==> src/rtl/stack_sequencer_if.sv <==
// Request/control bundle between the EX-stage stack path and stack_sequencer.
// The sequencer side uses the master modport; the stage/decode side uses slave.
interface stack_sequencer_if;
    logic        i_call;
    logic        i_ret;
    logic        i_rti;
    logic        i_int;
    logic        o_stack_operation;
    logic        o_stack_function;
    logic        o_mem_read;
    logic        o_mem_write;
    logic        o_push_pc;
    logic        o_pop_pc;
    logic        o_branch_flags;
    logic        o_hazard_state;
    logic        o_call_jump;
    logic        o_pc_load;
    logic [31:0] o_pc_target;
    logic        o_stall;
    logic        o_busy;
    logic        o_stack_fault;

    modport master (
        input  i_call, i_ret, i_rti, i_int,
        output o_stack_operation, o_stack_function, o_mem_read, o_mem_write,
               o_push_pc, o_pop_pc, o_branch_flags, o_hazard_state, o_call_jump,
               o_pc_load, o_pc_target, o_stall, o_busy, o_stack_fault
    );

    modport slave (
        output i_call, i_ret, i_rti, i_int,
        input  o_stack_operation, o_stack_function, o_mem_read, o_mem_write,
               o_push_pc, o_pop_pc, o_branch_flags, o_hazard_state, o_call_jump,
               o_pc_load, o_pc_target, o_stall, o_busy, o_stack_fault
    );
endinterface

==> src/rtl/stack_sequencer.sv <==
// Moore FSM sequencing CALL/INT/RET/RTI as two 16-bit stack accesses each.
// Optional STACK_GUARD_EN adds a word-depth counter with a sticky overflow/underflow fault.
module stack_sequencer #(
    parameter logic [31:0] INT_VECTOR = 32'h0000_0000,
    parameter int unsigned DEPTH_W    = 8,
    parameter int unsigned MAX_WORDS  = 255
) (
    input  logic              i_clk,
    input  logic              i_reset,
    stack_sequencer_if.master bus
);

    typedef enum logic [2:0] {
        StIdle, StPushHi, StPushLo, StIntJump, StPopLo, StPopHi
    } state_e;

    typedef enum logic [1:0] {OpCall, OpInt, OpRet, OpRti} op_e;

    state_e state_q, state_d;
    op_e    op_q, op_d;
    op_e    req_op;
    logic   pend_q, pend_d;
    logic   req, req_push, reject, accept;

    always_comb begin
        req_op = OpCall;
        if (bus.i_int || pend_q) req_op = OpInt;
        else if (bus.i_rti)      req_op = OpRti;
        else if (bus.i_ret)      req_op = OpRet;
    end

    assign req      = bus.i_int | pend_q | bus.i_rti | bus.i_ret | bus.i_call;
    assign req_push = (req_op == OpCall) || (req_op == OpInt);

`ifdef STACK_GUARD_EN
    localparam logic [DEPTH_W:0] MaxWords = (DEPTH_W + 1)'(MAX_WORDS);
    localparam logic [DEPTH_W:0] SeqWords = (DEPTH_W + 1)'(2);

    logic [DEPTH_W-1:0] depth_q, depth_d;
    logic               fault_q, fault_d;

    assign reject = req && (req_push ? (({1'b0, depth_q} + SeqWords) > MaxWords)
                                     : (depth_q < DEPTH_W'(2)));

    always_comb begin
        depth_d = depth_q;
        if (state_q == StPushHi || state_q == StPushLo) depth_d = depth_q + 1'b1;
        else if (state_q == StPopLo || state_q == StPopHi) depth_d = depth_q - 1'b1;
        fault_d = fault_q | ((state_q == StIdle) && reject);
    end

    always_ff @(posedge i_clk) begin
        if (i_reset) begin
            depth_q <= '0;
            fault_q <= 1'b0;
        end else begin
            depth_q <= depth_d;
            fault_q <= fault_d;
        end
    end

    assign bus.o_stack_fault = fault_q;
`else
    assign reject            = 1'b0;
    assign bus.o_stack_fault = 1'b0;
`endif

    assign accept = (state_q == StIdle) && req && !reject && !i_reset;

    always_comb begin
        state_d = state_q;
        op_d    = op_q;
        pend_d  = pend_q;
        unique case (state_q)
            StIdle: begin
                if (accept) begin
                    op_d    = req_op;
                    pend_d  = 1'b0;
                    state_d = req_push ? StPushHi : StPopLo;
                end else if (reject) begin
                    // A refused interrupt is dropped rather than faulting every idle cycle
                    pend_d = 1'b0;
                end
            end
            StPushHi:  state_d = StPushLo;
            StPushLo:  state_d = (op_q == OpInt) ? StIntJump : StIdle;
            StIntJump: state_d = StIdle;
            StPopLo:   state_d = StPopHi;
            StPopHi:   state_d = StIdle;
            default:   state_d = StIdle;
        endcase
        if (state_q != StIdle && bus.i_int) pend_d = 1'b1;
    end

    always_ff @(posedge i_clk) begin
        if (i_reset) begin
            state_q <= StIdle;
            op_q    <= OpCall;
            pend_q  <= 1'b0;
        end else begin
            state_q <= state_d;
            op_q    <= op_d;
            pend_q  <= pend_d;
        end
    end

    always_comb begin
        bus.o_stack_operation = 1'b0;
        bus.o_stack_function  = 1'b0;
        bus.o_mem_read        = 1'b0;
        bus.o_mem_write       = 1'b0;
        bus.o_push_pc         = 1'b0;
        bus.o_pop_pc          = 1'b0;
        bus.o_branch_flags    = 1'b0;
        bus.o_hazard_state    = 1'b0;
        bus.o_call_jump       = 1'b0;
        bus.o_pc_load         = 1'b0;
        bus.o_pc_target       = 32'h0;
        unique case (state_q)
            StPushHi, StPushLo: begin
                bus.o_stack_operation = 1'b1;
                bus.o_stack_function  = 1'b1;
                bus.o_mem_write       = 1'b1;
                bus.o_push_pc         = 1'b1;
                bus.o_branch_flags    = (op_q == OpCall);
                bus.o_hazard_state    = (state_q == StPushLo);
                bus.o_call_jump       = (state_q == StPushLo) && (op_q == OpCall);
            end
            StIntJump: begin
                bus.o_pc_load   = 1'b1;
                bus.o_pc_target = INT_VECTOR;
            end
            StPopLo, StPopHi: begin
                bus.o_stack_operation = 1'b1;
                bus.o_mem_read        = 1'b1;
                bus.o_pop_pc          = 1'b1;
                bus.o_hazard_state    = (state_q == StPopHi);
                bus.o_branch_flags    = (state_q == StPopHi) && (op_q == OpRti);
            end
            default: ;
        endcase
        bus.o_busy  = (state_q != StIdle);
        bus.o_stall = (state_q != StIdle) | accept;
    end

endmodule

==> src/flat_wrapper.sv <==
// flat-port wrapper written by rule: the top's interface ports become plain ports
module stack_sequencer_flat 
#(
    parameter logic [31:0] INT_VECTOR = 32'h0000_0000,
    parameter int unsigned DEPTH_W    = 8,
    parameter int unsigned MAX_WORDS  = 255
)
  (i_clk, i_reset, bus_i_call, bus_i_ret, bus_i_rti, bus_i_int, bus_o_stack_operation, bus_o_stack_function, bus_o_mem_read, bus_o_mem_write, bus_o_push_pc, bus_o_pop_pc, bus_o_branch_flags, bus_o_hazard_state, bus_o_call_jump, bus_o_pc_load, bus_o_pc_target, bus_o_stall, bus_o_busy, bus_o_stack_fault);
  stack_sequencer_if bus_i ();
  input  logic i_clk;
  input  logic i_reset;
  input wire logic [$bits(bus_i.i_call)-1:0] bus_i_call;
  input wire logic [$bits(bus_i.i_ret)-1:0] bus_i_ret;
  input wire logic [$bits(bus_i.i_rti)-1:0] bus_i_rti;
  input wire logic [$bits(bus_i.i_int)-1:0] bus_i_int;
  output wire logic [$bits(bus_i.o_stack_operation)-1:0] bus_o_stack_operation;
  output wire logic [$bits(bus_i.o_stack_function)-1:0] bus_o_stack_function;
  output wire logic [$bits(bus_i.o_mem_read)-1:0] bus_o_mem_read;
  output wire logic [$bits(bus_i.o_mem_write)-1:0] bus_o_mem_write;
  output wire logic [$bits(bus_i.o_push_pc)-1:0] bus_o_push_pc;
  output wire logic [$bits(bus_i.o_pop_pc)-1:0] bus_o_pop_pc;
  output wire logic [$bits(bus_i.o_branch_flags)-1:0] bus_o_branch_flags;
  output wire logic [$bits(bus_i.o_hazard_state)-1:0] bus_o_hazard_state;
  output wire logic [$bits(bus_i.o_call_jump)-1:0] bus_o_call_jump;
  output wire logic [$bits(bus_i.o_pc_load)-1:0] bus_o_pc_load;
  output wire logic [$bits(bus_i.o_pc_target)-1:0] bus_o_pc_target;
  output wire logic [$bits(bus_i.o_stall)-1:0] bus_o_stall;
  output wire logic [$bits(bus_i.o_busy)-1:0] bus_o_busy;
  output wire logic [$bits(bus_i.o_stack_fault)-1:0] bus_o_stack_fault;
  assign bus_i.i_call = bus_i_call;
  assign bus_i.i_ret = bus_i_ret;
  assign bus_i.i_rti = bus_i_rti;
  assign bus_i.i_int = bus_i_int;
  assign bus_o_stack_operation = bus_i.o_stack_operation;
  assign bus_o_stack_function = bus_i.o_stack_function;
  assign bus_o_mem_read = bus_i.o_mem_read;
  assign bus_o_mem_write = bus_i.o_mem_write;
  assign bus_o_push_pc = bus_i.o_push_pc;
  assign bus_o_pop_pc = bus_i.o_pop_pc;
  assign bus_o_branch_flags = bus_i.o_branch_flags;
  assign bus_o_hazard_state = bus_i.o_hazard_state;
  assign bus_o_call_jump = bus_i.o_call_jump;
  assign bus_o_pc_load = bus_i.o_pc_load;
  assign bus_o_pc_target = bus_i.o_pc_target;
  assign bus_o_stall = bus_i.o_stall;
  assign bus_o_busy = bus_i.o_busy;
  assign bus_o_stack_fault = bus_i.o_stack_fault;
  stack_sequencer #(.INT_VECTOR(INT_VECTOR), .DEPTH_W(DEPTH_W), .MAX_WORDS(MAX_WORDS)) u_core (.i_clk(i_clk), .i_reset(i_reset), .bus(bus_i));
endmodule
==> config.mk <==
export PLATFORM = sky130hd
export DESIGN_NAME = stack_sequencer_flat
export DESIGN_NICKNAME = d
export VERILOG_FILES = /design/src/rtl/stack_sequencer_if.sv /design/src/rtl/stack_sequencer.sv /design/src/flat_wrapper.sv
export SDC_FILE = /design/constraint.sdc
export NUM_CORES = 1
export LEC_CHECK = 0
export CAP_MARGIN = 20
export CELL_PAD_IN_SITES_DETAIL_PLACEMENT = 1
export CELL_PAD_IN_SITES_GLOBAL_PLACEMENT = 1
export CORE_MARGIN = 2
export CORE_UTILIZATION = 23
export CTS_CLUSTER_DIAMETER = 120
export DETAILED_ROUTE_END_ITERATION = 10
export GPL_ROUTABILITY_DRIVEN = 0
export PLACE_DENSITY_LB_ADDON = 0.05
export SETUP_SLACK_MARGIN = 0.3
export SLEW_MARGIN = 30
export SYNTH_ARGS = -nofsm -noshare
export SYNTH_HDL_FRONTEND = slang
export SYNTH_SLANG_ARGS = --single-unit
==> constraint.sdc <==
create_clock -name i_clk -period 4.4 [get_ports i_clk]
set_clock_uncertainty 0.2 [all_clocks]
set_input_delay 0.88 -clock i_clk [delete_from_list [all_inputs] [get_ports i_clk]]
set_output_delay 0.88 -clock i_clk [all_outputs]
set_load 0.005 [all_outputs]
# After elaboration in Yosys (flattened, before gate mapping)
# Cells that the tools add are included.
[classes]
eq_ne = 9
n_mux = 17
bitwise = 5
n_reduce_logical = 19
[op_table]
columns = ["operator", "n"]
rows = [
  ["$pmux 3 s4", 1],
  ["$mux 1", 8],
  ["$mux 2", 4],
  ["$eq 3x2->1 const B", 2],
  ["$eq 3x3->1 const B", 2],
  ["$mux 3", 2],
  ["$logic_and 1x1->1", 5],
  ["$or 1x1->1", 5],
  ["$eq 2x1->1 const B", 2],
  ["$logic_not 2->1", 2],
  ["$pmux 1 s2", 2],
  ["$reduce_and 2->1", 2],
  ["$reduce_bool 2->1", 2],
  ["$reduce_or 2->1", 2],
  ["$reduce_or 4->1", 1],
  ["$eq 3x1->1 const B", 1],
  ["$logic_not 3->1", 1],
  ["$reduce_bool 3->1", 1],
  ["$eq 2x2->1 const B", 1],
  ["$logic_or 1x1->1", 2],
  ["$ne 2x1->1 const B", 1],
  ["$logic_not 1->1", 1],
]
[word_totals]
reg_bits = 6
inputBits = 6
word_cells = 53

# Logic depth before layout (Yosys ltp)
[depth]
depth_word = 9
mapped_depth = 4

# Least setup slack after synthesis
# Ideal clock, no wire load.
[synth_timing]
path_type = "input to output"
from = "in bus_i_int"
to = "out bus_o_stall"
arrival_time_ns = 1.432
path_slack_ns = 1.888
stages = 3
cell_sequence = "or2_1 -> nor3_1 -> o21ai_0"
[synth_between]
elab_chain_cells = 7
[synth_lines]
columns = ["item", "line", "source"]
rows = [
  ["start: declaration", "flat_wrapper.sv:15", "input wire logic [$bits(bus_i.i_int)-1:0] bus_i_int;"],
  ["$or 1x1->1 (4 in series)", "stack_sequencer.sv:32", "assign req = bus.i_int | pend_q | bus.i_rti | bus.i_ret | bus.i_call;"],
  ["$logic_and 1x1->1 (2 in series)", "stack_sequencer.sv:68", "assign accept = (state_q == StIdle) && req && !reject && !i_reset;"],
  ["$or 1x1->1", "stack_sequencer.sv:143", "bus.o_stall = (state_q != StIdle) | accept;"],
  ["end: declaration", "flat_wrapper.sv:27", "output wire logic [$bits(bus_i.o_stall)-1:0] bus_o_stall;"],
]
# Every way passes these cells.

# Worst setup path after layout
# Same ends and word-level chain as after synthesis.

==> implementation parameters <==
Parameter                              Value

Timing
  Final sum of negative setup slack ... 0 ns
  Final cycle utilization of the critical path ... 0.788
  Peak clock frequency supported by timing ... approximately 290 MHz
  Final setup violating endpoints ... 0
  Fin. Hold Viols ... 0
  Total count of max-transition violations in the final report ... 0
  Setup repair after global routing missed its margin ... false
  Shortest period the worst path allows ... 3.47 ns

Yosys
  Number of warnings printed during yosys synthesis ... 0
  Simple-gate area share of the yosys netlist ... 0.242
  Number of standard cells after synthesis ... 88
  Fraction of the yosys area taken by sequential cells ... 0.180
  Proportion of netlist area held by the largest area contributor ... 0.406
  Main combinational cell family by area after synthesis ... buffers and inverters
  Area contributors post-synth ... sky130_fd_sc_hd__buf_4 41%, sky130_fd_sc_hd__dfxtp_1 18%, sky130_fd_sc_hd__nor3_1 3.0%, sky130_fd_sc_hd__nor2_1 2.8%, sky130_fd_sc_hd__o21ai_0 2.3%
  Synth area leader ... sky130_fd_sc_hd__buf_4
  Compound-cell area share of the yosys netlist ... 0.107
  Netlist area before placement ... ~670 um^2
  Synthesis-stage register bit count ... 6
  Mux share of post-synthesis cell area ... 0
  Synth Area in Adders ... 0
  Post-synth cell types ... 30
  Mean cell area of the mapped netlist ... 7.56 um^2
  XOR/XNOR share of the synthesized area ... 0.0132

Floorplan
  Starting density of the core ... 0.241
  Die outline height ... slightly below 60 um
  Total I/O pin count ... just over 50
  Horizontal die dimension ... around 58 um
  Die ar. ... 3340 um^2
  Placeable core area ... 2760 um^2
  Number of standard-cell rows in the floorplan ... 19

Final layout
  Leading cell types in the layout, fill and taps excluded ... 33 x sky130_fd_sc_hd__conb_1, 17 x sky130_fd_sc_hd__clkdlybuf4s50_1, 6 x sky130_fd_sc_hd__dfxtp_1, 5 x sky130_fd_sc_hd__nor2_1, 4 x sky130_fd_sc_hd__nor3_1
  Area growth from synthesis to layout ... 9.40%
  Reg area ... around 120 um^2
  Number of filler cells placed in the layout ... 359
  Antenna cells ... 0
  # nets final ... 109
  Final core occ ... 0.264
  Fraction of final layout cells sized beyond drive strength 1 ... 0.0495
  Total area of multi-input combinational cells ... about 370 um^2
  Most common library cell in the layout ignoring fill and taps ... sky130_fd_sc_hd__conb_1

Routing
  Total Wirelength ... 1190 um
  DRC violations left ... 0
  Violation count after the first detailed-route iteration ... 8
  Antenna-violating nets left ... 0
  Via count ... ~500
  Vias per Instance ... between 3 and 4
  Number of detailed-routing iterations run before antenna repair ... 2
  Routed wire length per instance ... 8.98 um

Clocking
  # resized after CTS ... 0
  Setup Buffers After CTS ... 0
  Total CTS buffers ... 3
  Buffer cell driving the clock tree root ... sky130_fd_sc_hd__clkbuf_4
  TritonCTS clock tree ... yes
  Worst-Skew Late Latency ... 0.24 ns
  Post-cts hold buffer count ... 0
  Number of sinks on the clock net ... 6
  Clk pin slew, worst setup/hold paths ... 0.04 ns
  Maximum level of the CTS H-tree ... 1
  Largest buffer count on any clock path ... 2

Critical path
  Critical Path Sink Type ... output pin
  WP buf/inv ... 2
  Reg2reg end ... u_core.state_q[0]
  Delay of the slowest cell on the worst path ... approximately 0.47 ns
  Worst-case reg-to-reg path depth ... 3
  Critical Path AT ... approximately 2.4 ns
  Critical Path Stages ... 5
  Crit-path most repeated cell ... sky130_fd_sc_hd__clkdlybuf4s50_1
  Cell at the slowest stage of the critical path ... sky130_fd_sc_hd__clkdlybuf4s50_1
  Crit Path Class ... input pin to output pin
  Reg-to-Reg Start ... u_core.state_q[2]
  Capture point of the worst path ... bus_o_stall
  Critical path startpoint category ... input pin
  Critical Path RT ... 3.32 ns
  Largest driver fanout on the critical path ... 4
  Top delay family on crit path ... buffers and inverters
  Reg2reg setup slack ... 2.84 ns
  Crit path cell chain ... clkdlybuf4s50_1, or2_1, nor3_1, o21ai_0, clkdlybuf4s50_1
  Launch point of the critical path ... bus_i_int

Global routing
  Global-route wire length before repair ... 1900 um
  Maximum number of pins on one net before global-route repair ... 12
  Initial antenna violation count ... 0
  Via count of the first global-routing pass ... 441
  Global-route usage over all layers ... 0.0726
  GRT Residual Overflow ... 0

Min path
  Type of the worst min-delay path ... register to register

Job
  Maximum Capacitance Violations ... 0

Power
  Leakage power ... 0.000329 uW
  Switching fraction of total power ... 0.327
  Peak supply drop ... 0.108 mV
  Comb power frac ... 0.424
  Part of the total power dissipated in the clock network ... 0.232
  PnR Total Power ... 220 uW
  Sequential Power Share ... 0.345
  P_sw ... 72.1 uW
  Internal portion of total power ... 148 uW
  Cell area power density ... between 300 and 400 nW/um^2

Place
  Detailed placement HPWL ... 979 um
  PortBufs ... 17

Outcome
  Status ... completed
-- metal layers --
layer | up-vias | share of wire | track usage
li1 | 248 | - | -
met1 | 218 | 0.43 | 0.0939
met2 | 31 | 0.45 | 0.109
met3 | 4 | 0.093 | 0.0134
met4 | 0 | 0.024 | 0.0498
met5 | - | 0 | 0
-- cell type report --
| class | instances | area share |
|---|---|---|
| multi-input combinational | 72 | 0.502 |
| timing repair buffer | 17 | 0.234 |
| sequential | 6 | 0.165 |
| tap | 31 | 0.0533 |
| clock buffer | 3 | 0.0309 |
| inverter | 3 | 0.0155 |
-- state kept, by name, summed over array words and instances (netlist names) --
name,flops
u_core.op_q,2
u_core.state_q,3
u_core.pend_q,1
-- power by group through the flow --
stage	logic (uW)	clock network [uW]	registers, uW
6_report	93.3	51.0	75.9
3_5_place_dp	94.2	0	77.6
5_1_grt	105	58.5	78.4
4_1_cts	94.5	52.9	76.6
3_3_place_gp	95.6	0	77.5
2_1_floorplan	84.2	0	67.1
-- worst register-to-register path, cell delays in order, from the launching register on --
cell and delay (ns):
sky130_fd_sc_hd__dfxtp_1 0.41, sky130_fd_sc_hd__or3b_1 0.38, sky130_fd_sc_hd__a211o_1 0.30, sky130_fd_sc_hd__a211oi_1 0.19
-- cell usage after synthesis (all sizes together) --
cell and count:
a2111oi 1, a211o 1, a211oi 1, a21oi 1, and2b 1, and3 1
and4bb 1, buf 37, clkbuf 2, conb 1, dfxtp 6, inv 3
nand2 3, nand2b 2, nand4 1, nor2 5, nor2b 2, nor3 5
nor4 1, nor4b 1, o211ai 1, o21ai 5, o31a 1, or2 3
or3b 1, xnor2 1
-- through the flow --
stage	setup WS (ns)	hold WS (ns)	instances	area (um^2)
2_1_floorplan	1.89	0.267	120	786
3_3_place_gp	0.934	0.302	129	706
3_5_place_dp	0.921	0.307	129	706
4_1_cts	0.916	0.313	132	728
5_1_grt	0.776	0.349	132	728
6_report	0.934	0.304	132	728
-- cells by family after synthesis --
logic type | after synthesis
AO/OA/AOI/OAI | 11
AND/OR/NAND/NOR | 27
XOR/XNOR | 1
buffers and inverters | 42
other | 1
flip-flops | 6
-- worst min path at each step --
| stage | start | depth (start not counted) | slack [ns] | to |
|---|---|---|---|---|
| finish | u_core.op_q[1] | 2 | 0.30 | u_core.op_q[1] |
| CTS | u_core.op_q[1] | 2 | 0.31 | u_core.op_q[1] |
| detailed placement | u_core.op_q[1] | 2 | 0.31 | u_core.op_q[1] |
| global route | u_core.op_q[1] | 2 | 0.35 | u_core.op_q[1] |
| floorplan | u_core.op_q[1] | 2 | 0.27 | u_core.op_q[1] |
| global placement | u_core.op_q[1] | 2 | 0.30 | u_core.op_q[1] |
No activity file was read; power rests on OpenSTA's default activity.
